### src/rtl/mbox_ebox_resp.sv
// mbox_ebox_resp: MBOX-side responder for EBOX memory requests.
// Each accepted request runs one backing-memory access, or a read followed
// by a write. The EBOX gets a single-cycle response pulse with the read data.
// An access that sees no memAck within TIMEOUT cycles is aborted as
// non-existent memory.
// Optional feature: define MBOX_RESP_PARITY_EN for odd parity on the memory
// data path. Without it memWPar and mbParErr stay 0 and memRPar is ignored.
module mbox_ebox_resp #(
  parameter int unsigned TIMEOUT = 63
) (
  input  logic         clk,
  input  logic         RESET_N,
  input  logic         EBOX_REQ,
  input  logic [13:35] EBOX_VMA,
  input  logic         eboxRead,
  input  logic         eboxWrite,
  input  logic         eboxPSE,
  input  logic [0:35]  cacheDataWrite,
  output logic         mboxRespIn,
  output logic [0:35]  cacheDataRead,
  output logic         nxmErr,
  output logic         mbParErr,
  output logic [13:35] memAddr,
  output logic         memRead,
  output logic         memWrite,
  output logic [0:35]  memWData,
  output logic         memWPar,
  input  logic [0:35]  memRData,
  input  logic         memRPar,
  input  logic         memAck
);

  typedef enum logic [2:0] {IDLE, RD, WR, RESP, PAUSE} state_e;

  state_e       state_q, state_d;
  logic [13:35] addr_q, addr_d;
  logic [0:35]  wdata_q, wdata_d;
  logic [0:35]  rdata_q, rdata_d;
  logic         wr_q, wr_d;
  logic         pse_q, pse_d;
  logic         pause_pend_q, pause_pend_d;
  logic         nxm_q, nxm_d;
  logic         perr_q, perr_d;
  logic [7:0]   cnt_q, cnt_d;
  logic         rd_par_bad;
  logic         timeout_hit;

`ifdef MBOX_RESP_PARITY_EN
  // A good read word carries an odd number of ones across data and parity.
  assign rd_par_bad = ~(^{memRData, memRPar});
`else
  // Parity checking is absent; memRPar stays wired but has no effect.
  assign rd_par_bad = 1'b0 & memRPar;
`endif

  // The abort fires on the edge where the wait counter would reach TIMEOUT.
  assign timeout_hit = (cnt_q == 8'(TIMEOUT - 1));

  // Next-state logic for the request sequencer and its latched request context.
  always_comb begin
    state_d      = state_q;
    addr_d       = addr_q;
    wdata_d      = wdata_q;
    rdata_d      = rdata_q;
    wr_d         = wr_q;
    pse_d        = pse_q;
    pause_pend_d = pause_pend_q;
    nxm_d        = nxm_q;
    perr_d       = perr_q;
    cnt_d        = cnt_q;
    case (state_q)
      IDLE: begin
        if (EBOX_REQ) begin
          addr_d       = EBOX_VMA;
          wdata_d      = cacheDataWrite;
          wr_d         = eboxWrite;
          pse_d        = eboxPSE;
          pause_pend_d = 1'b0;
          nxm_d        = 1'b0;
          perr_d       = 1'b0;
          cnt_d        = 8'd0;
          if (eboxRead)       state_d = RD;
          else if (eboxWrite) state_d = WR;
          else                state_d = RESP;
        end
      end
      RD: begin
        if (memAck) begin
          rdata_d = memRData;
          perr_d  = rd_par_bad;
          if (wr_q && !pse_q) begin
            state_d = WR;
            cnt_d   = 8'd0;
          end else begin
            state_d      = RESP;
            pause_pend_d = wr_q && pse_q;
          end
        end else if (timeout_hit) begin
          state_d      = RESP;
          rdata_d      = '0;
          nxm_d        = 1'b1;
          pause_pend_d = 1'b0;
        end else begin
          cnt_d = cnt_q + 8'd1;
        end
      end
      WR: begin
        if (memAck) begin
          state_d = RESP;
        end else if (timeout_hit) begin
          state_d      = RESP;
          rdata_d      = '0;
          nxm_d        = 1'b1;
          pause_pend_d = 1'b0;
        end else begin
          cnt_d = cnt_q + 8'd1;
        end
      end
      RESP: begin
        state_d      = pause_pend_q ? PAUSE : IDLE;
        pause_pend_d = 1'b0;
      end
      PAUSE: begin
        if (EBOX_REQ) begin
          nxm_d  = 1'b0;
          perr_d = 1'b0;
          if (eboxWrite) begin
            wdata_d = cacheDataWrite;
            cnt_d   = 8'd0;
            state_d = WR;
          end else begin
            pause_pend_d = 1'b1;
            state_d      = RESP;
          end
        end
      end
      default: state_d = IDLE;
    endcase
  end

  // State and context registers; reset drops any in-flight access immediately.
  always_ff @(posedge clk or negedge RESET_N) begin
    if (!RESET_N) begin
      state_q      <= IDLE;
      addr_q       <= '0;
      wdata_q      <= '0;
      rdata_q      <= '0;
      wr_q         <= 1'b0;
      pse_q        <= 1'b0;
      pause_pend_q <= 1'b0;
      nxm_q        <= 1'b0;
      perr_q       <= 1'b0;
      cnt_q        <= 8'd0;
    end else begin
      state_q      <= state_d;
      addr_q       <= addr_d;
      wdata_q      <= wdata_d;
      rdata_q      <= rdata_d;
      wr_q         <= wr_d;
      pse_q        <= pse_d;
      pause_pend_q <= pause_pend_d;
      nxm_q        <= nxm_d;
      perr_q       <= perr_d;
      cnt_q        <= cnt_d;
    end
  end

  assign memRead       = (state_q == RD);
  assign memWrite      = (state_q == WR);
  assign memAddr       = (memRead || memWrite) ? addr_q : '0;
  assign memWData      = memWrite ? wdata_q : '0;
  assign mboxRespIn    = (state_q == RESP);
  assign nxmErr        = mboxRespIn && nxm_q;
  assign mbParErr      = mboxRespIn && perr_q;
  assign cacheDataRead = rdata_q;

`ifdef MBOX_RESP_PARITY_EN
  assign memWPar = memWrite && ~(^wdata_q);
`else
  assign memWPar = 1'b0;
`endif

endmodule

### config.mk
export PLATFORM = sky130hd
export DESIGN_NAME = mbox_ebox_resp
export DESIGN_NICKNAME = d
export VERILOG_FILES = /design/src/rtl/mbox_ebox_resp.sv
export SDC_FILE = /design/constraint.sdc
export NUM_CORES = 1
export LEC_CHECK = 0
export CAP_MARGIN = 20
export CELL_PAD_IN_SITES_DETAIL_PLACEMENT = 0
export CELL_PAD_IN_SITES_GLOBAL_PLACEMENT = 1
export CORE_MARGIN = 2
export CORE_UTILIZATION = 33
export DETAILED_ROUTE_END_ITERATION = 7
export GPL_ROUTABILITY_DRIVEN = 0
export PLACE_DENSITY_LB_ADDON = 0.12
export SLEW_MARGIN = 20
export SYNTH_ARGS = -nofsm -noshare
export SYNTH_HDL_FRONTEND = slang
export SYNTH_SLANG_ARGS = --single-unit
### constraint.sdc
create_clock -name clk -period 2.2 [get_ports clk]
set_clock_uncertainty 0.1 [all_clocks]
set_input_delay 0.44 -clock clk [delete_from_list [all_inputs] [get_ports clk]]
set_output_delay 0.44 -clock clk [all_outputs]
set_load 0.02 [all_outputs]
==> results.txt, run 1 <==
After detailed routing, the average wire length per cell comes to 17.0 µm. The final number of setup-violating endpoints was 0; the clock input transition at the sequential cells of the worst setup and hold paths was 70 ps. Endpoint kind of the worst setup timing path: an output pin.

The combinational power share is 0.528. The portion of the clock cycle consumed by the worst path in the final layout is 0.975. Number of buffer cells added on primary ports: 200.

The max-slew violation count is 0, and the Yosys warning count is 0. The run gives 350 ps as the later-pin clock latency in the skew report. The run gives 0 as the initial antenna violation count. The filler cell count in the final layout is 1329.

The critical path class was reg -> out. The synthesized design contains 0 enable-type register cells. Setup repair after global routing could not meet its margin everywhere. In this design, the largest share of critical-path delay is due to buffers and inverters.

The worst setup path is launched from a flop. Synthesis handed over a netlist of 396 instances. The run gives 47 as the count of different cell masters after synthesis. The effective utilization at floorplan is 0.338, and the post-synthesis area per instance is 12.4 µm². The leading cell type in the layout, fill and taps excluded was sky130_fd_sc_hd__clkdlybuf4s50_1. The number of vias after detailed routing came out at 3971.

The run gives 0.149 as the power share of the clock group. The number of H-tree levels is 3, and the via-per-instance ratio is 4.96. Launch instance of the worst register-to-register path: cnt_q[0].

Library cell used as clock root buffer: sky130_fd_sc_hd__clkbuf_16. For this run, the slowest stage of the critical path takes 390 ps. The cell count after placement is 780, and the synthesized flop and latch total is 110. For this run, design rule violations remaining after detail routing come to 0. For the finished layout, the period the worst path requires is 2140 ps. The logs give 2 for the deepest clock path buffer count and 9.25 mm for the total half-perimeter wirelength after legalization and detailed placement. The critical path goes through buf_4 -> nand2_1 -> a21oi_2 -> buf_6 -> and2_1 -> clkbuf_4. TritonCTS built the clock tree. The worst-case IR drop observed on VDD is 702 µV.

The measured slew at the worst slew-check pin was 645 ps. The tools report the diode insertion count for antenna repair as 0. The fraction of power spent switching nets was 0.374. In this run the power spent charging and discharging nets is 3970 µW. The number of clock buffers added by TritonCTS is 9. The internal power summed over all cells was 6650 µW.

The logs give 0.166 for the global-route total usage across every layer and 110 for the total number of clock tree sinks. The fraction of final layout cells sized beyond drive strength 1 is 0.298. Post-synthesis sequential area ratio: 0.560.

The initialized floorplan defines 44 standard-cell rows. The proportion of synthesized flip-flops having asynchronous set or reset is 1.00, and the highest clock rate is 0.466 GHz. The logs give 0.323 for the part of the total power dissipated in sequential elements and 801 for the final cell count without fillers. The count of nets left with antenna violations once routing finished came out at 0. From bottom edge to top edge, the die measures 126 µm. The final layout contains routed wiring with a total length of 13.6 mm. The number of hold-slack violations in the final timing report was 0; the layout-stage area growth over the synthesis result was 51.7%. Dividing total power by cell area gives a power density of 1430 nW/µm².

Across the run, the number of max-cap violations was 0. The via count of the first global-routing pass is 4116, and the area of the mapped netlist is 4910 µm². For this design, the CTS-stage hold fixing added 0 buffers. The tools report the area of the core as 14500 µm². The timing startpoint of the critical path was state_q[1]. The die covers 15900 µm². The relative slew slack was 0.570. Setup total negative slack on the finished layout was measured at 0 ps. The analysis attributes to cell leakage a power of 0.00346 µW. The die is 126 µm wide.

For this design, the slowest cell found on the critical path is sky130_fd_sc_hd__dfrtp_1. Among all flip-flop cells after synthesis, the most frequent one is sky130_fd_sc_hd__dfrtp_1. The maximum number of pins on one net before global-route repair came out at 111. The maximum fanout encountered on the critical timing path works out to 23. Leaving out fill and tap cells, the most frequent cells in the layout are 136 x sky130_fd_sc_hd__clkdlybuf4s50_1, 110 x sky130_fd_sc_hd__dfrtp_1, 58 x sky130_fd_sc_hd__mux2_2. The pre-antenna-repair detailed-routing pass consisted of 4 iterations.

For the worst setup path, the data required time is 1660 ps. The first global-routing pass estimated 21.2 mm of wire. The final layout contains 719 nets.

The number of buffer and inverter instances along the worst setup path was 3; the top-level port count was 204. Global routing finished with a remaining overflow of 0. The violation count after the first detailed-routing iteration is 135, and the arrival time at the worst endpoint is 1600 ps. The type of the tightest min-delay check is in -> async.

The flow ran to the end, and the final reports show no timing, DRC or antenna violations.
## worst reg2reg max path, stage by stage (launching register included)
cell and delay [ps]:
sky130_fd_sc_hd__dfrtp_1 440, sky130_fd_sc_hd__inv_1 90, sky130_fd_sc_hd__ha_1 150, sky130_fd_sc_hd__nand2b_1 130
sky130_fd_sc_hd__nor4_4 220, sky130_fd_sc_hd__o2bb2ai_2 190, sky130_fd_sc_hd__nand2_4 260, sky130_fd_sc_hd__a22o_1 290
## metrics by stage
stage                     area [µm²]  hold slack, ps  utilization  power, µW  setup slack, ps
final                           7450            27.4        0.513      10600             55.8
after global routing            7450             111        0.513      11300            -39.8
after CTS                       7510             101        0.517      10500            0.612
after global placement          7300             356        0.502       9130            -79.3
after floorplan                 4920            44.4            -       6570             81.1
after detailed placement        7300             373        0.502       9240            -91.0
## power groups by stage
stage	Clock, µW	Combinational, µW	Sequential (µW)
after floorplan	0	2850	3720
after global placement	0	5700	3420
after detailed placement	0	5790	3450
after CTS	1630	5480	3440
after global routing	1710	6010	3560
final	1580	5610	3440
## routing by layer
| metal | part of all wire | up-vias | track usage |
|---|---|---|---|
| met3 | 0.073 | 14 | 0.0527 |
| met4 | 0.016 | 0 | 0.0595 |
| li1 | - | 1864 | - |
| met1 | 0.43 | 1964 | 0.206 |
| met5 | 0 | - | 0 |
| met2 | 0.48 | 129 | 0.275 |
## Yosys cell counts (2+ instances only)
cell	number	area share
sky130_fd_sc_hd__nand2b_1	3	0.0038
sky130_fd_sc_hd__o21ai_0	8	0.0082
sky130_fd_sc_hd__buf_6	3	0.0069
sky130_fd_sc_hd__nor2_1	16	0.012
sky130_fd_sc_hd__nand3_1	2	0.0020
sky130_fd_sc_hd__nor2b_1	2	0.0025
sky130_fd_sc_hd__buf_4	6	0.0092
sky130_fd_sc_hd__buf_2	8	0.0082
sky130_fd_sc_hd__o31ai_1	4	0.0061
sky130_fd_sc_hd__a41oi_1	4	0.0071
sky130_fd_sc_hd__a21oi_1	12	0.012
sky130_fd_sc_hd__mux2_2	58	0.13
sky130_fd_sc_hd__o21ai_1	2	0.0020
sky130_fd_sc_hd__and3_1	38	0.048
sky130_fd_sc_hd__inv_1	6	0.0046
sky130_fd_sc_hd__dfrtp_1	110	0.56
sky130_fd_sc_hd__ha_1	2	0.0051
sky130_fd_sc_hd__and2_1	24	0.031
sky130_fd_sc_hd__mux2_1	3	0.0069
sky130_fd_sc_hd__clkbuf_1	9	0.0069
sky130_fd_sc_hd__nor3_1	4	0.0041
sky130_fd_sc_hd__nand2_1	10	0.0076
sky130_fd_sc_hd__nand2_2	2	0.0025
sky130_fd_sc_hd__a22o_1	37	0.066
## flip-flops by register name, indices dropped and copies added (netlist names)
signal / count
cacheDataRead: 36
nxm_q: 1
cnt_q: 8
addr_q: 23
state_q: 3
wdata_q: 36
pse_q: 1
wr_q: 1
pause_pend_q: 1
## final timing paths
kind                                     endpoint  depth (start not counted)  slack, ps
worst max-delay path                  memAddr[16]                          6         60
worst min register to register           cnt_q[7]                          1        380
max in group asynchronous             wdata_q[25]                          2       1440
worst max register to register  cacheDataRead[13]                          7        210
worst min-delay path                   addr_q[27]                          2         30
min in group clk                         cnt_q[7]                          1        380
## repair_timing
action	in CTS	in global routing
resized for setup	190	66
pin swaps	0	2
cloned	0	2
setup buffers	0	5
endpoints found under the hold margin	0	0
endpoints found under the setup margin	63	62
## kinds of logic after synthesis
group,count (synthesis),share of synthesized area
AO/OA/AOI/OAI,77,0.122
multiplexers,61,0.140
AND/OR/NAND/NOR,111,0.134
adder cells (fa/ha/maj),2,0.00509
other,1,0.000763
flip-flops,110,0.560
buffers and inverters,34,0.0374
## area by class of cell
cell class                      instances  area [µm²]  share of cell area
Sequential cell                       110        2750               0.369
Timing Repair Buffer                  234        2150               0.289
Inverter                                6        22.5             0.00302
Clock buffer                           12         267              0.0358
Multi-Input combinational cell        253        2010               0.270
Clock inverter                          2        17.5             0.00235
Tap cell                              184         230              0.0309
(Power assumes the default switching activity.)
==> run 2, diff against run 1 <==
CTS_CLUSTER_DIAMETER = 120   (was unset)
GPL_ROUTABILITY_DRIVEN = unset   (was 0)
==> results of run 2 <==
Final layout, timing and power as in run 1 (identical DEF).
==> run 3, diff against run 2 <==
clock period = 2.3 ns   (was 2.2 ns; I/O delays follow)
==> results.txt, run 3 (synthesis results as in run 1) <==
The cell depth of the worst min-delay path is 1. Measured slew at the worst slew-check pin: 507 ps (-138 ps). The worst path needs 2210 ps of the cycle, external delays included.

The tools report the placed standard-cell area as 7300 µm² (unchanged). The horizontal die dimension was 126 µm (unchanged). Final number of setup-violating endpoints: 0 (unchanged).

The average detailed-routed wire length per instance was 16.9 µm (-0.48%); the filler cell count in the final layout was 1364 (+2.6%). The tools report the arrival time at the worst endpoint as 1650 ps (+50 ps). The run gives 2 (unchanged) as the deepest clock path buffer count. The worst setup path is captured at an output pin. The critical path class is reg -> out. The pre-CTS setup slack is -32.6 ps (+58.4 ps). TritonCTS built the clock tree.

The run gives 6300 µW (-5.2%) as the internal power summed over all cells. Leakage power figure: 0.00346 µW (about the same). Traced cell by cell, the critical path runs through buf_4 -> nor3b_2 -> clkdlybuf4s15_1. The number of buffer cells added on primary ports is 200 (unchanged), and the peak ir drop on the vdd network is 616 µV (-12%). The via-per-instance ratio came out at 4.93 (-0.53%). The run finished with clean final reports. The tools report the initial antenna violation count as 1 (+1). The clock input transition at the sequential cells of the worst setup and hold paths is 70 ps (about the same), and the number of buffers created by CTS is 9 (unchanged).

The power share of the clock group came out at 0.156 (+0.007). The max-capacitance violation count was 0 (unchanged); the top-level port count was 204 (unchanged). The run gives 0.798 as the final RePlAce weighted congestion. The fraction of power spent switching nets came out at 0.378 (+0.00388). Final non-filler cell area: 7420 µm² (-0.47%).

The tools report the combinational power share as 0.520 (-0.008). The max-slew violation count came out at 0 (unchanged). The final cell count without fillers is 802 (+0.12%), and the total design power is 10100 µW (-4.6%).

The net switching power is 3830 µW (-3.6%). The portion of the clock cycle consumed by the worst path in the final layout is 0.962. The run gives 9.41 mm (+1.7%) as the total half-perimeter wirelength after legalization and detailed placement. The chip height works out to 126 µm (unchanged). The violation count after the first detailed-routing iteration was 182 (+35%). Standard cell with the maximum stage delay on the critical path: sky130_fd_sc_hd__dfrtp_1. The final hold slack was 388 ps (+360 ps); the overflow left after global routing was 0 (unchanged). Setup repair after global routing could not meet its margin everywhere. The tools report the area of the core as 14500 µm² (unchanged). The residual antenna-violating net count after detailed routing was 0 (unchanged).

The wire length after detailed routing is 13.6 mm (-0.35%). The worst setup path is launched from a flop. The first-pass GRT wire length came out at 21.7 mm (+2.3%).

Number of placement rows: 44 (unchanged). The tools report the global-route total usage across every layer as 0.173 (+0.00617). The worst hold path belongs to the class reg -> reg.

Relative slew slack: 0.659 (+0.0894). The logs give 0 (unchanged) for the diode insertion count for antenna repair and 0.324 (about the same) for the part of the total power dissipated in sequential elements. The effective utilization at floorplan is 0.338 (unchanged).

The run gives 0 (unchanged) as the number of hold-slack violations in the final timing report. The total DRC errors in the routed layout is 0 (unchanged), and the number of H-tree levels is 3 (unchanged). The cell count after placement is 780 (unchanged). The slack of the critical path is 86.3 ps (+30.4 ps). For the later-pin clock latency in the skew report, the log shows 350 ps (about the same). The logs give 4187 (+1.7%) for the via count of the first global-routing pass and 718 (-0.14%) for the total number of nets in the final design. From synthesis to final layout, the design area changed by 51.0%. The maximum fanout encountered on the critical timing path came out at 12 (-48%). The maximum single-stage delay on the critical path works out to 480 ps (+90 ps).

Static timing analysis puts the maximum clock frequency at 0.452 GHz. The die area was 15900 µm² (unchanged). The cell sitting at the root of the clock tree is a sky130_fd_sc_hd__clkbuf_16. The data required time of the worst path is 1740 ps (+80 ps). Maximum number of pins on one net before global-route repair: 49 (-56%). The library cells used most frequently in the layout, excluding fill and tap cells, are 136 x sky130_fd_sc_hd__clkdlybuf4s50_1, 110 x sky130_fd_sc_hd__dfrtp_1, 58 x sky130_fd_sc_hd__mux2_2.

The first-pass iteration count of the detailed router was 5 (+1); the power per unit of standard cell area was 1370 nW/µm² (-4.1%). Fraction of final layout cells sized beyond drive strength 1: 0.296 (-0.00210). The leading cell type in the layout, fill and taps excluded was sky130_fd_sc_hd__clkdlybuf4s50_1. Number of vias after detailed routing: 3955 (-0.40%). The total number of clock tree sinks was 110 (unchanged); the path depth of the worst reg2reg path was 8 (+1).
==> run 3: changes by cell type in the layout (fill, tap and decap cells not counted), moves of 2 or more <==
cell                        previous run  this run
sky130_fd_sc_hd__buf_2                23        55
sky130_fd_sc_hd__clkbuf_2             18         0
sky130_fd_sc_hd__buf_4                40        25
sky130_fd_sc_hd__buf_6                 2         5
sky130_fd_sc_hd__clkbuf_8              3         0
sky130_fd_sc_hd__inv_6                 0         3
sky130_fd_sc_hd__clkbuf_1              0         2
sky130_fd_sc_hd__clkbuf_16            11         9
sky130_fd_sc_hd__clkbuf_4              2         0
==> run 3: repair_timing <==
action	in CTS	in global routing
setup endpoints to repair	63	52
resized for setup	204	64
pin swaps	0	1
endpoints found under the hold margin	29	0
setup buffers	2	1
gates cloned	2	0
hold buffers	1	0
==> run 3: final cells by class <==
| cell class | instances | area [µm²] | area share |
|---|---|---|---|
| Clock buffer | 11 | 233 | 0.0314 |
| Clock inverter | 5 | 65.1 | 0.00877 |
| Inverter | 6 | 22.5 | 0.00304 |
| Multi-Input combinational cell | 253 | 2030 | 0.274 |
| Sequential cell | 110 | 2750 | 0.371 |
| Tap cell | 184 | 230 | 0.0310 |
| Timing Repair Buffer | 233 | 2080 | 0.281 |
==> run 3: final timing paths <==
check                                  end  slack (ps)  startpoint
worst max-delay path               memRead          90  state_q[2]
min in group asynchronous       addr_q[28]         470     RESET_N
worst max register to register  addr_q[33]         290  state_q[1]
max in group asynchronous       wdata_q[1]         990     RESET_N
worst min-delay path              cnt_q[7]         390    cnt_q[7]
worst min register to register    cnt_q[7]         390    cnt_q[7]
==> run 3: stage by stage <==
step	util	setup TNS, ps
2_1_floorplan	-	0
6_report	0.510	0
4_1_cts	0.527	-6.08
3_5_place_dp	0.502	-124
5_1_grt	0.510	-0.889
3_3_place_gp	0.502	-69.1
==> run 3: per-layer routing <==
metal / part of all wire / track usage / up-vias / wire length, µm
met3: 0.081 / 0.0743 / 13 / 1090
met5: 0.00081 / 0 / - / 11
li1: - / - / 1869 / -
met2: 0.48 / 0.285 / 128 / 6510
met1: 0.43 / 0.210 / 1943 / 5800
met4: 0.011 / 0.0401 / 2 / 156
==> run 3: critical path, delay by kind of cell (launching register included) <==
family	cells	cell delay [ps]
and+or+nand+nor	1	250
DFF	1	480
buffers and inverters	2	570
==> run 3: power groups by stage <==
stage	clock network, µW	logic (µW)	registers (µW)
final	1580	5270	3280
after floorplan	0	2730	3560
after detailed placement	0	5520	3300
after CTS	1650	5470	3280
after global placement	0	5470	3270
after global routing	1730	5660	3410
